[src/rtl/seq_gen_detect.sv]
// Cyclic bit-stream generator feeding a KMP-style pattern detector.
// The detector has a Mealy hit (same cycle) and a Moore hit (next cycle),
// and a saturating hit counter. Overlap mode is selected per step at run time.
module seq_gen_detect #(
  parameter int               PAT_W   = 4,
  parameter logic [PAT_W-1:0] PATTERN = 4'b1011,
  parameter int               GEN_W   = 8,
  parameter logic [GEN_W-1:0] GEN_SEQ = 8'b1011_0110,
  parameter int               CNT_W   = 8
) (
  input  logic             clk,
  input  logic             nres,
  input  logic             en,
  input  logic             overlap,
  input  logic             clr_cnt,
  output logic             gen_bit,
  output logic             OUTP_MEALY,
  output logic             OUTP_MOORE,
  output logic [CNT_W-1:0] hit_cnt,
  output logic             cnt_sat
);

  // States 0..PAT_W-1 are matched-prefix lengths; PAT_W itself is S_FULL.
  localparam int SW = $clog2(PAT_W + 1);
  localparam int IW = $clog2(GEN_W);
  localparam logic [SW-1:0] S0     = '0;
  localparam logic [SW-1:0] S_FULL = SW'(PAT_W);

  // Longest prefix of PATTERN that is a suffix of (prefix of length k, then b).
  // Returns PAT_W when the whole pattern completes, so S_FULL falls out naturally.
  function automatic int kmp_next(input int k, input int b);
    int best;
    int pos;
    int sb;
    bit ok;
    best = 0;
    for (int l = 1; l <= k + 1; l++) begin
      ok = 1'b1;
      for (int j = 0; j < l; j++) begin
        pos = k + 1 - l + j;
        sb  = (pos == k) ? b : int'(PATTERN[PAT_W-1-pos]);
        if (sb != int'(PATTERN[PAT_W-1-j])) ok = 1'b0;
      end
      if (ok) best = l;
    end
    return best;
  endfunction

  // Longest proper prefix of PATTERN that is also a suffix (KMP failure value).
  function automatic int kmp_border(input int n);
    int best;
    bit ok;
    best = 0;
    for (int l = 1; l < n; l++) begin
      ok = 1'b1;
      for (int j = 0; j < l; j++) begin
        if (PATTERN[n-1-j] != PATTERN[l-1-j]) ok = 1'b0;
      end
      if (ok) best = l;
    end
    return best;
  endfunction

  localparam logic [SW-1:0] BORDER_ST = SW'(kmp_border(PAT_W));

  logic [SW-1:0]    nxt_tab [PAT_W][2];
  logic [GEN_W-1:0] seq_rev;
  logic [IW-1:0]    idx_q, idx_d;
  logic [SW-1:0]    state_q, state_d;
  logic [SW-1:0]    eff_state;
  logic [SW-1:0]    step_next;
  logic [CNT_W-1:0] cnt_q, cnt_d;

  // Transition table is fixed at elaboration; no runtime table state.
  genvar gi;
  generate
    for (gi = 0; gi < PAT_W; gi++) begin : g_tab
      localparam logic [SW-1:0] N0 = SW'(kmp_next(gi, 0));
      localparam logic [SW-1:0] N1 = SW'(kmp_next(gi, 1));
      assign nxt_tab[gi][0] = N0;
      assign nxt_tab[gi][1] = N1;
    end
    // Bit-reverse the sequence so idx addresses it directly (MSB emitted first).
    for (gi = 0; gi < GEN_W; gi++) begin : g_rev
      assign seq_rev[gi] = GEN_SEQ[GEN_W-1-gi];
    end
  endgenerate

  assign gen_bit    = seq_rev[idx_q];
  assign OUTP_MOORE = (state_q == S_FULL);
  assign hit_cnt    = cnt_q;
  assign cnt_sat    = &cnt_q;

  // Generator index advances once per step and wraps at GEN_W-1.
  always_comb begin
    idx_d = idx_q;
    if (en) begin
      if (idx_q == IW'(GEN_W - 1)) idx_d = '0;
      else                         idx_d = idx_q + IW'(1);
    end
  end

  // Detector next state and Mealy hit; S_FULL exits via the border or S0.
  always_comb begin
    eff_state = state_q;
    if (state_q == S_FULL) eff_state = overlap ? BORDER_ST : S0;
    step_next  = nxt_tab[eff_state][gen_bit];
    state_d    = state_q;
    OUTP_MEALY = 1'b0;
    if (en) begin
      state_d    = step_next;
      OUTP_MEALY = (step_next == S_FULL);
    end
  end

  // Hit counter: clear wins over a hit; saturates instead of wrapping.
  always_comb begin
    cnt_d = cnt_q;
    if (clr_cnt)                     cnt_d = '0;
    else if (OUTP_MEALY && !cnt_sat) cnt_d = cnt_q + CNT_W'(1);
  end

  // State registers with asynchronous active-low reset.
  always_ff @(posedge clk or negedge nres) begin
    if (!nres) begin
      idx_q   <= '0;
      state_q <= S0;
      cnt_q   <= '0;
    end else begin
      idx_q   <= idx_d;
      state_q <= state_d;
      cnt_q   <= cnt_d;
    end
  end

endmodule

[config.mk]
export PLATFORM = sky130hd
export DESIGN_NAME = seq_gen_detect
export DESIGN_NICKNAME = d
export VERILOG_FILES = /design/src/rtl/seq_gen_detect.sv
export SDC_FILE = /design/constraint.sdc
export NUM_CORES = 1
export LEC_CHECK = 0
export CAP_MARGIN = 30
export CORE_MARGIN = 2
export CORE_UTILIZATION = 48
export CTS_CLUSTER_DIAMETER = 30
export DETAILED_ROUTE_END_ITERATION = 16
export GPL_ROUTABILITY_DRIVEN = 0
export PLACE_DENSITY = 0.76
export SYNTH_ARGS = -nofsm -noshare
export SYNTH_HDL_FRONTEND = slang
export SYNTH_SLANG_ARGS = --single-unit
[constraint.sdc]
create_clock -name clk -period 2.5 [get_ports clk]
set_clock_uncertainty 0.2 [all_clocks]
set_input_delay 0.5 -clock clk [delete_from_list [all_inputs] [get_ports clk]]
set_output_delay 0.5 -clock clk [all_outputs]
set_load 0.1 [all_outputs]
==> reports/metrics.yaml <==
global_routing:
  first_global_vias: 579
  grt_overflow: 0
  grt.total_usage: 0.177
  grt_max_degree: 15
  antenna_found_initial: 0
  grt_pass1_wl_um: 2510
logic_synthesis:
  ys_types: 31
  async_flop_share: 1.00
  syn_avg_cell_area_um2: 9.85
  netlist_instances: 79
  seq_area_frac_synth: 0.450
  syn_nets: 88
  synth_xor_area_frac: 0.0113
  yosys.area_share.adder: 0.0643
  syn_area_um2: 778
  yosysTopAreaCell: "dfrtp_1"
  ys_seq_elements: 14
  synth_compound_area_frac: 0.133
  ys_top_cells_by_area: "dfrtp_1, ha_1, nor2_1"
  synth_commonest_cells: "dfrtp_1, nor2_1, inv_1, nand2_1, o21ai_0"
  yosysWarnings: 0
  synth_top_family_by_area: "simple AND/OR/NAND/NOR gates"
  synth_flop_cell: "dfrtp_1"
  synth_edf_count: 0
  yosys.area_share.simple: 0.206
  muxShareOfSynthArea: 0.0884
  synth_most_common_cell: "dfrtp_1"
  synth_top_area_frac: 0.450
place:
  pre_cts_ws_ns: 0.269
  portBuffers: 16
  hpwl_um: 1080
  dpl_cell_area_um2: 992
route:
  vias: 620
  ant_nets: 0
  routed_wl_um: 1470
  drc_errors: 0
  routedWlPerCell_um: 12.9
  drtIter0Drc: 18
  drtPass1Iterations: 4
  viasPerCell: 5.44
pwr:
  pwr-share-clk: 0.155
  p_per_area_nw_per_um2: 1030
  p_seq_frac: 0.310
  max-vdd-ir-drop_v: 0.000862
  p_leak_uw: 0.000462
  swShare: 0.454
  power_switching_uw: 480
  p_int_uw: 577
  power_frac_comb: 0.535
cts:
  cts_setup_buffers: 0
  clock_latency_ns: 0.28
  clock_path_buffers: 2
  cts_root_buf: "clkbuf_4"
  cts_made_buffers: 3
  cts_sinks: 14
  ctsHoldBuffers: 0
  ctsResizeCount: 0
  cts_tree: "built"
  htreeDepth: 1
  path_clk_slew_ns: 0.09
floorplanning:
  core_area_um2: 1510
  rows: 14
  initial_utilization: 0.517
  fp.dieW_um: 44.3
  io_pins: 17
  die_area_um2: 1960
  die_y_um: 44.3
timing:
  hold_slack_ns: 0.377
  rsz0062_at_grt: "no"
  layout_setup_ws_ns: 0.102
  post-route-period-util: 0.959
  setup_viol_count_final: 0
  fmaxAchievable_ghz: 0.417
  slew_headroom: 0.553
  slew_violations: 0
  setup_tns_ns: 0
  max_slew.worst_pin.slew_ns: 0.669
  hold_violations: 0
  fin_crit_ns: 2.40
layout:
  fillers: 130
  design_area_um2: 1030
  n_antenna_cell: 0
  nets: 108
  syn_to_final_growth_pct: 32.2
  layout-drive-gt1-share: 0.296
job:
  max_cap_viol_count: 0
critical_path:
  r2r-end: "hit_cnt[5]"
  worstPathArrival_ns: 1.70
  critPathKind: "register to output pin"
  reg2reg_slack_ns: 0.38
  endpoint_kind: "output pin"
  r2r-start: "idx_q[0]"
  cp_max_fo: 6
  required_ns: 1.80
  rr_worst_depth: 6
  crit_path_start_kind: "register"
run_status:
  status: "finished clean"
hold_path:
  hold_end: "hit_cnt[6]"
  hold_path.class: "register to register"
  holdPathStages: 2
  min_from: "hit_cnt[6]"
routing by layer:
layer	global-route usage	wire length, um	up-vias
met5	0	0	-
met4	0.0909	7	0
met3	0.0367	73	2
met2	0.265	647	12
met1	0.243	743	285
li1	-	-	321
critical path: stages (launching register included):
cell     delay [ns]
dfrtp_1        0.42
ha_1           0.32
mux2_4         0.32
nor2_4         0.17
buf_12         0.19
cell families after synthesis:
kind of cell | Yosys count
flops | 14
xor+xnor | 1
mux | 6
fa+ha+maj | 4
buf+inv | 8
compound gates | 17
simple gates | 29
layout by cell type (no fill, tap or decap), types with 2 or more instances in the layout:
cell type,count
buf_12,4
dfrtp_1,14
buf_4,9
nand2_1,5
clkbuf_4,3
o31ai_1,3
ha_1,4
a21oi_1,4
mux2_2,3
or4_1,2
o21ai_0,5
inv_1,5
nand3_1,3
nor2_1,7
clkdlybuf4s50_1,4
mux2i_1,2
area by class of cell:
cell class / count / area (um^2) / area share
sequential: 14 / 350 / 0.341
timing repair buffer: 17 / 188 / 0.182
multi-input combinational: 57 / 407 / 0.395
tap: 16 / 20.0 / 0.0195
inverter: 6 / 27.5 / 0.0268
clock buffer: 4 / 36.3 / 0.0353
power by group through the flow:
stage | Sequential, uW | Clock (uW) | Combinational [uW]
final | 328 | 164 | 565
after global routing | 337 | 176 | 610
after CTS | 328 | 171 | 569
after detailed placement | 332 | 0 | 567
after global placement | 332 | 0 | 560
after floorplan | 344 | 0 | 397
stage by stage:
step                cells  power [uW]  utilization
CTS                   114        1070        0.683
floorplan              79         741            -
global route          114        1120        0.683
global placement      110         892        0.659
finish                114        1060        0.683
detailed placement    110         899        0.659
worst max-delay path by stage:
stage | from | end | cells after the start
floorplan | hit_cnt[0] | cnt_sat | 3
global placement | en | hit_cnt[5] | 5
detailed placement | en | hit_cnt[5] | 5
CTS | idx_q[0] | OUTP_MEALY | 4
global route | idx_q[0] | OUTP_MEALY | 4
finish | idx_q[0] | OUTP_MEALY | 4
sequential cells by signal, indices dropped and copies added (netlist names):
name     flops
idx_q        3
state_q      3
hit_cnt      8
Note: power is estimated with default switching activity, not from simulation.
